`src/rtl/serial_frame_rx_if.sv`:
```
// ============================================================================
// Module   : serial_frame_rx_if
// Purpose  : Serial line, parallel valid/ready word and status signals of
//            serial_frame_rx.
// Revision : 1.0 - initial release
// ============================================================================
`default_nettype none

interface serial_frame_rx_if #(
    parameter int NBITS = 4
) ();
    logic             si;
    logic [NBITS-1:0] dout;
    logic             dvalid;
    logic             dready;
    logic             busy;
    logic             frame_err;
    logic             overrun;

    // master: the receiver; slave: line driver plus word consumer
    modport master (
        input  si,
        input  dready,
        output dout,
        output dvalid,
        output busy,
        output frame_err,
        output overrun
    );

    modport slave (
        output si,
        output dready,
        input  dout,
        input  dvalid,
        input  busy,
        input  frame_err,
        input  overrun
    );
endinterface

`default_nettype wire

```
`src/rtl/serial_frame_rx.sv`:
```
// ============================================================================
// Module   : serial_frame_rx
// Purpose  : One-sample-per-clock serial frame receiver (start, NBITS data
//            LSB first, optional even parity, stop) with a valid/ready output.
//            Optional feature macro: PARITY_EN (adds the parity bit/state).
// Revision : 1.0 - initial release
// ============================================================================
`default_nettype none

module serial_frame_rx #(
    parameter int NBITS = 4
) (
    input  wire logic          clk,
    input  wire logic          rst_n,
    serial_frame_rx_if.master  bus
);

    localparam int                 c_CNT_W = $clog2(NBITS + 1);
    localparam logic [c_CNT_W-1:0] c_LAST  = c_CNT_W'(NBITS - 1);

`ifdef PARITY_EN
    typedef enum logic [1:0] {
        S_IDLE   = 2'd0,
        S_DATA   = 2'd1,
        S_PARITY = 2'd2,
        S_STOP   = 2'd3
    } state_t;
`else
    typedef enum logic [1:0] {
        S_IDLE   = 2'd0,
        S_DATA   = 2'd1,
        S_STOP   = 2'd3
    } state_t;
`endif

    state_t             r_state;
    state_t             w_next;
    logic [c_CNT_W-1:0] r_cnt;
    logic [NBITS-1:0]   r_shift;
    logic [NBITS-1:0]   w_shift_next;
    logic [NBITS-1:0]   r_dout;
    logic               r_dvalid;
    logic               r_frame_err;
    logic               r_overrun;
    logic               w_stop;
    logic               w_par_ok;
    logic               w_good;
    logic               w_load;
`ifdef PARITY_EN
    logic               r_par;
`endif

    // New bits enter at the MSB so that after NBITS shifts bit 0 is the first one sent
    generate
        if (NBITS == 1) begin : g_shift_one
            assign w_shift_next = bus.si;
        end else begin : g_shift_multi
            assign w_shift_next = {bus.si, r_shift[NBITS-1:1]};
        end
    endgenerate

    always_comb begin
        w_next = r_state;
        case (r_state)
            S_IDLE: begin
                if (!bus.si) begin
                    w_next = S_DATA;
                end
            end
            S_DATA: begin
                if (r_cnt == c_LAST) begin
`ifdef PARITY_EN
                    w_next = S_PARITY;
`else
                    w_next = S_STOP;
`endif
                end
            end
`ifdef PARITY_EN
            S_PARITY: w_next = S_STOP;
`endif
            S_STOP:   w_next = S_IDLE;
            default:  w_next = S_IDLE;
        endcase
    end

    always_comb begin
        w_stop   = (r_state == S_STOP);
`ifdef PARITY_EN
        w_par_ok = ~(^r_shift ^ r_par);
`else
        w_par_ok = 1'b1;
`endif
        w_good   = w_stop && bus.si && w_par_ok;
        // Accepting the held word on the same edge frees the register for the new one
        w_load   = w_good && (!r_dvalid || bus.dready);
    end

    always_ff @(posedge clk) begin
        if (!rst_n) begin
            r_state <= S_IDLE;
        end else begin
            r_state <= w_next;
        end
    end

    always_ff @(posedge clk) begin
        if (!rst_n) begin
            r_cnt       <= '0;
            r_shift     <= '0;
            r_dout      <= '0;
            r_dvalid    <= 1'b0;
            r_frame_err <= 1'b0;
            r_overrun   <= 1'b0;
`ifdef PARITY_EN
            r_par       <= 1'b0;
`endif
        end else begin
            r_frame_err <= w_stop && !w_good;
            r_overrun   <= w_good && !w_load;

            if (r_state == S_IDLE && !bus.si) begin
                r_cnt <= '0;
            end else if (r_state == S_DATA) begin
                r_cnt   <= r_cnt + 1'b1;
                r_shift <= w_shift_next;
            end

`ifdef PARITY_EN
            if (r_state == S_PARITY) begin
                r_par <= bus.si;
            end
`endif

            if (w_load) begin
                r_dout   <= r_shift;
                r_dvalid <= 1'b1;
            end else if (r_dvalid && bus.dready) begin
                r_dvalid <= 1'b0;
            end
        end
    end

    assign bus.dout      = r_dout;
    assign bus.dvalid    = r_dvalid;
    assign bus.busy      = (r_state != S_IDLE);
    assign bus.frame_err = r_frame_err;
    assign bus.overrun   = r_overrun;

endmodule

`default_nettype wire
```
`src/flat_wrapper.sv`:
```
// flat-port wrapper written by rule: the top's interface ports become plain ports
module serial_frame_rx_flat 
#(
    parameter int NBITS = 4
)
  (clk, rst_n, bus_si, bus_dready, bus_dout, bus_dvalid, bus_busy, bus_frame_err, bus_overrun);
  serial_frame_rx_if #(.NBITS(NBITS)) bus_i ();
  input  wire logic clk;
  input  wire logic rst_n;
  input wire logic [$bits(bus_i.si)-1:0] bus_si;
  input wire logic [$bits(bus_i.dready)-1:0] bus_dready;
  output wire logic [$bits(bus_i.dout)-1:0] bus_dout;
  output wire logic [$bits(bus_i.dvalid)-1:0] bus_dvalid;
  output wire logic [$bits(bus_i.busy)-1:0] bus_busy;
  output wire logic [$bits(bus_i.frame_err)-1:0] bus_frame_err;
  output wire logic [$bits(bus_i.overrun)-1:0] bus_overrun;
  assign bus_i.si = bus_si;
  assign bus_i.dready = bus_dready;
  assign bus_dout = bus_i.dout;
  assign bus_dvalid = bus_i.dvalid;
  assign bus_busy = bus_i.busy;
  assign bus_frame_err = bus_i.frame_err;
  assign bus_overrun = bus_i.overrun;
  serial_frame_rx #(.NBITS(NBITS)) u_core (.clk(clk), .rst_n(rst_n), .bus(bus_i));
endmodule
```
`config.mk`:
```
export PLATFORM = sky130hd
export DESIGN_NAME = serial_frame_rx_flat
export DESIGN_NICKNAME = d
export VERILOG_FILES = /design/src/rtl/serial_frame_rx_if.sv /design/src/rtl/serial_frame_rx.sv /design/src/flat_wrapper.sv
export SDC_FILE = /design/constraint.sdc
export NUM_CORES = 1
export LEC_CHECK = 0
export ABC_AREA = 1
export CAP_MARGIN = 30
export CORE_MARGIN = 2
export CORE_UTILIZATION = 43
export DETAILED_ROUTE_END_ITERATION = 8
export GPL_ROUTABILITY_DRIVEN = 0
export GPL_TIMING_DRIVEN = 0
export HOLD_SLACK_MARGIN = 0.12
export PLACE_DENSITY = 0.77
export SETUP_SLACK_MARGIN = 0.4
export SLEW_MARGIN = 10
export SYNTH_ARGS = -nofsm -noshare
export SYNTH_HDL_FRONTEND = slang
export SYNTH_SLANG_ARGS = --single-unit
```
`constraint.sdc`:
```
create_clock -name clk -period 1.26 [get_ports clk]
set_clock_uncertainty 0.15 [all_clocks]
set_input_delay 0.126 -clock clk [delete_from_list [all_inputs] [get_ports clk]]
set_output_delay 0.126 -clock clk [all_outputs]
set_load 0.005 [all_outputs]
```
==> results.yml, run 1 <==
synth:
  synth_cells: 81
  synth_nets: 87
  synth_cell_type_count: 18
  ys_seq_elements: 16
  synth_area_um2: 656.9
  syn_area_per_cell_um2: 8.110
  yosys_warnings: 0
  yosysSeqAreaShare: 0.4876
routing:
  post_drt_wl_per_cell_um: 11.62
  drt_pass1_iterations: 4
  ant_nets: 0
  dr_total_vias: 603
  route.detailed.drc: 0
  drt_iter0_markers: 3
  via_per_inst: 4.824
  routed_wl_um: 1453
timing:
  worst_pin_slew_ns: 0.3926
  tns_ns: 0
  setup_slack_ns: 0.09582
  slew_headroom: 0.7383
  max_clock_freq_mhz: 859.0
  fin_crit_sh: 0.9240
  slew_viol_final: 0
  hold_violations: 0
  setup_viol: 0
  rsz0062_at_grt: "yes"
  period_minus_slack_ns: 1.164
critical_path:
  setup.worst_path.start_class: "flip-flop"
  crit_top_cell: "buf_6"
  arrival_ns: 1.20
  critPathKind: "flip-flop to flip-flop"
  cp_data_required_time_ns: 1.29
  end_kind: "flip-flop"
  critPathMaxStageDelay_ns: 0.37
  path_cells: "inv_4 -> buf_6 -> nand2_4 -> buf_6 -> o21ai_2 -> a21oi_2"
  crit_path_max_fanout: 5
  slowest_stage: "dfxtp_4"
floorplan:
  rows: 14
  io_pins: 12
  floorplan.initialDensity: 0.4464
  core_area_mm2: 0.001471
  die_w_um: 43.09
  die_h_um: 43.09
  die_area_mm2: 0.001856
clocking:
  cts_tree: "yes"
  cts.reportedPaths.clkPinSlew_ns: 0.10
  clock_sinks: 16
  htreeDepth: 1
  root_buffer: "clkbuf_4"
  cts_inserted_buffers: 3
  cts.path.max_buffers: 2
  cts_hold_buf: 0
  clkLatencyLatePin_ns: 0.28
run:
  maxCapViolations: 0
placed_design:
  dp_hpwl_um: 929.4
  numPortBuffers: 11
  pre_cts_ws_ns: -0.2240
  dp_cells: 108
final_layout:
  final_cell_mix: "nor2_1, inv_1, buf_6"
  areaGrowthSynthToFinish_pct: 57.33
  finalNonFillerCells: 125
  fin_util: 0.7024
  layout_commonest_cell: "nor2_1"
  n_antenna_cell: 0
  drive_above_1_share: 0.5505
  finalNetCount: 116
global_routing:
  grt_max_degree: 11
  top_usage_layer: "met2"
  met1_usage: 0.1868
  grt_pass1_vias: 589
  track_usage: 0.1764
  met3_usage: 0.04255
  antenna_found_initial: 0
  overflow: 0
  grt_first_pass_wirelength_um: 2442
  grt_use_met2: 0.3254
pwr:
  power_w: 0.0009903
  vdd_drop_max_mv: 0.8364
  power_leakage_nw: 0.4450
  power_density_mw_per_mm2: 958.2
status:
  status: "finished clean"
min_path:
  holdCritPathClass: "input port to flip-flop"
==> cells in the mapped netlist <==
master	count	area [um^2]
o21ai_2	4	35.03
inv_1	12	45.04
a211oi_1	1	7.510
nor2_1	13	48.80
buf_2	1	5.000
nand2_1	11	41.29
nand2_2	1	6.260
nand3_1	5	25.02
dfxtp_1	16	320.3
nand3_2	1	10.01
nor3_1	2	10.01
xor2_1	1	8.760
nor2_2	1	6.260
a21oi_1	6	30.03
ha_1	2	25.02
nor2_4	1	11.26
o21ai_0	2	10.01
buf_6	1	11.26
==> cell families after synthesis <==
kind of cell    count (synthesis)  share of synthesized area
flops                          16                     0.4876
buf+inv                        14                    0.09332
fa+ha+maj                       2                    0.03809
compound gates                 13                     0.1257
simple gates                   35                     0.2419
xor+xnor                        1                    0.01334
==> worst max-delay path: cells and delay by family (launching register included) <==
kind,cells,cell delay (ns)
flops,1,0.37
buf+inv,3,0.31
compound gates,2,0.17
simple gates,1,0.07
==> registers in the layout, indices dropped and copies added, names as in the netlist <==
name	cells
u_core.bus.overrun	1
u_core.bus.dvalid	1
u_core.r_state	2
u_core.r_cnt	3
u_core.r_shift	4
u_core.bus.frame_err	1
u_core.bus.dout	4
==> area by class of cell <==
cell class,instances,area [um^2]
tap,16,20.02
multi-input combinational,51,370.4
inverter,12,50.05
fill,113,437.9
timing repair buffer,24,203.9
sequential,16,336.6
clock buffer,4,36.28
buffer,2,16.27
==> path summary, 6_finish.rpt <==
| path | startpoint | end | slack [ns] | depth (start not counted) |
|---|---|---|---|---|
| setup reg to reg | u_core.r_state[1] | u_core.r_shift[0] | 0.1 | 6 |
| hold reg to reg | u_core.bus.dout[3] | u_core.bus.dout[3] | 0.33 | 2 |
| setup / recovery | u_core.r_state[1] | u_core.r_shift[0] | 0.1 | 6 |
| hold / removal | bus_si | u_core.bus.frame_err | 0.27 | 2 |
==> what timing repair did <==
| action | CTS | global route |
|---|---|---|
| setup buffers | 8 | 4 |
| gates resized for setup | 49 | 8 |
| gates cloned | 1 | 0 |
| pin swaps | 5 | 4 |
| endpoints found under the setup margin | 24 | 24 |
==> power breakdown <==
| group | total [W] | internal (W) | switching, W |
|---|---|---|---|
| sequential | 0.000532 | 0.000519 | 0.0000125 |
| combinational | 0.000126 | 0.0000587 | 0.0000668 |
| clock | 0.000333 | 0.000176 | 0.000157 |
| total | 0.000990 | 0.000754 | 0.000237 |
==> metal layers <==
layer / vias up / wire length, um
met3: 2 / 69
met5: - / 0
met2: 14 / 762
li1: 310 / -
met4: 0 / 14
met1: 277 / 606
==> per-stage QoR <==
| stage | hold WS [ns] | area, um^2 |
|---|---|---|
| floorplan | 0.05338 | 725.7 |
| CTS | 0.2479 | 967.2 |
| finish | 0.2680 | 1033 |
| global placement | 0.2926 | 855.8 |
| detailed placement | 0.3167 | 855.8 |
| global route | 0.3007 | 1033 |
Note: power is estimated with default switching activity, not from simulation.
==> run 2, diff against run 1 <==
--- a/config.mk
+++ b/config.mk
@@ -13,7 +13,7 @@
 export GPL_ROUTABILITY_DRIVEN = 0
 export GPL_TIMING_DRIVEN = 0
 export HOLD_SLACK_MARGIN = 0.12
-export PLACE_DENSITY = 0.77
+export PLACE_DENSITY = 0.7
 export SETUP_SLACK_MARGIN = 0.4
 export SLEW_MARGIN = 10
 export SYNTH_ARGS = -nofsm -noshare
==> constraint.sdc (replaced) <==
create_clock -name clk -period 1.26 [get_ports clk]
set_clock_uncertainty 0.15 [all_clocks]
set_input_delay 0.126 -clock clk [delete_from_list [all_inputs] [get_ports clk]]
set_output_delay 0.126 -clock clk [all_outputs]
set_load 0.05 [all_outputs]
==> run 2 against run 1 <==
  * Worst hold slack better by 0.014 ns
  * Design area up 8.4%
  * Non-clock buffer count decreased by 2
  * Fmax fell by 3.8%
  * Combinational power grew 25%
  * Die area did not move
  * Critical path type is now flip-flop to primary output
==> results.yml, run 2 (same netlist as run 1, synthesis figures left out) <==
status:
  status: "finished clean"
global_routing:
  grt_max_degree: 11
  overflow: 0
  track_usage: 0.2000
  grt_first_pass_wirelength_um: 2615
  top_usage_layer: "met2"
  grt_use_met2: 0.3612
  antenna_found_initial: 0
  met1_usage: 0.1974
  grt_pass1_vias: 589
  met3_usage: 0.05106
floorplan:
  die_area_mm2: 0.001856
  core_area_mm2: 0.001471
  die_w_um: 43.09
  die_h_um: 43.09
  rows: 14
  floorplan.initialDensity: 0.4464
  io_pins: 12
timing:
  worst_pin_slew_ns: 0.4514
  fin_crit_sh: 0.9609
  slew_viol_final: 0
  period_minus_slack_ns: 1.211
  slew_headroom: 0.6991
  whs_ns: 0.2820
  hold_violations: 0
  setup_viol: 0
  rsz0062_at_grt: "yes"
  max_clock_freq_mhz: 825.9
  tns_ns: 0
critical_path:
  path_cells: "inv_4 -> nand2_8 -> buf_8"
  critPathMaxStageDelay_ns: 0.37
  r2r_cells: 6
  rr_endpoint: "u_core.r_shift[2]"
  r2r_slack_ns: 0.06
  reg2reg_from: "u_core.r_state[1]"
  arrival_ns: 0.93
  setup.worst_path.start_class: "flip-flop"
  slowest_stage: "dfxtp_4"
  critical_path_cell_count: 3
  critPathKind: "flip-flop to primary output"
  cp_data_required_time_ns: 0.98
  path_buf_inv: 2
  crit_path_max_fanout: 3
  path_delay_family: "flip-flops"
  end_kind: "primary output"
clocking:
  cts_hold_buf: 0
  cts.reportedPaths.clkPinSlew_ns: 0.10
  root_buffer: "clkbuf_4"
  cts_tree: "yes"
  cts_inserted_buffers: 3
  clock_sinks: 16
  cts.path.max_buffers: 2
  htreeDepth: 1
  clkLatencyLatePin_ns: 0.30
min_path:
  hp-start: "bus_si"
  holdCritPathClass: "input port to flip-flop"
  hold_end: "u_core.bus.frame_err"
  min_delay_path_depth: 2
pwr:
  power_density_mw_per_mm2: 869.1
  power.share.clock: 0.296
  power.share.switching: 0.2725
  power_leakage_nw: 0.4637
  p_int_w: 0.0007080
  switchingPower_w: 0.0002652
  pwr-share-seq: 0.542
  vdd_drop_max_mv: 0.6678
  combPwrFrac: 0.162
final_layout:
  finalNetCount: 114
  finalNonFillerCells: 123
  layout_commonest_cell: "nor2_1"
  n_antenna_cell: 0
  areaGrowthSynthToFinish_pct: 70.48
  drive_above_1_share: 0.5981
  final_cell_mix: "nor2_1, inv_1, buf_4"
routing:
  post_drt_wl_per_cell_um: 13.11
  via_per_inst: 4.886
  routed_wl_um: 1612
  ant_nets: 0
  drt_iter0_markers: 8
  dr_total_vias: 601
  route.detailed.drc: 0
  drt_pass1_iterations: 4
placed_design:
  numPortBuffers: 11
  dp_hpwl_um: 955.2
  dp_cells: 108
run:
  maxCapViolations: 0
## run 2: cell types whose count changed in the layout (fill, tap and decap cells not counted), moves of 2 or more
cell	previous run	this run
dfxtp_1	7	5
dfxtp_4	2	4
nand2_8	0	2
nand3_2	0	3
buf_2	6	1
nand3_1	5	2
buf_6	9	7
buf_8	0	5
nor2_2	2	0
## run 2: worst max-delay path by stage
stage | start | endpoint
4_1_cts | u_core.r_state[0] | bus_busy
3_3_place_gp | u_core.r_state[0] | bus_busy
6_report | u_core.r_state[0] | bus_busy
5_1_grt | u_core.r_state[0] | bus_busy
2_1_floorplan | u_core.r_cnt[0] | u_core.r_cnt[2]
3_5_place_dp | u_core.r_state[0] | bus_busy
## run 2: power groups by stage
stage,Clock [W],Sequential (W),Combinational [W]
global route,0.000312,0.000530,0.000171
finish,0.000288,0.000528,0.000158
global placement,0,0.000543,0.000100
CTS,0.000289,0.000529,0.000139
detailed placement,0,0.000544,0.000104
floorplan,0,0.000541,0.0000729
## run 2: area by class of cell
type	count	area, um^2
Fill cell	116	351.6
Tap cell	16	20.02
Multi-Input combinational cell	51	429.2
Buffer	2	16.27
Inverter	12	52.55
Timing Repair Buffer	22	231.5
Sequential cell	16	344.1
Clock buffer	4	26.28
## run 2: through the flow
stage	worst slack, ns	area (um^2)	utilization	total power (W)
2_1_floorplan	0.1707	748.2	-	0.0006140
3_3_place_gp	-0.3141	878.3	0.5969	0.0006435
3_5_place_dp	-0.3309	878.3	0.5969	0.0006481
4_1_cts	0.05286	1055	0.7168	0.0009570
5_1_grt	0.01835	1120	0.7611	0.001013
6_report	0.04925	1120	0.7611	0.0009733
## run 2: worst register-to-register path: stages, from the launching register on
cell and delay [ns]:
dfxtp_4 0.37, inv_6 0.07, buf_6 0.12, nand2_8 0.06
buf_6 0.14, o21ai_2 0.14, a21oi_2 0.05
## run 2: timing repair
action,CTS,global route
resized for setup,77,9
setup buffers,7,3
setup endpoints to repair,24,24
endpoints found under the hold margin,0,0
cloned,1,0
pin swaps,7,7
## run 2: routing by layer
metal	share of wire	vias up
met4	0.025	0
met1	0.38	276
met3	0.037	4
met2	0.56	14
met5	0	-
li1	-	307
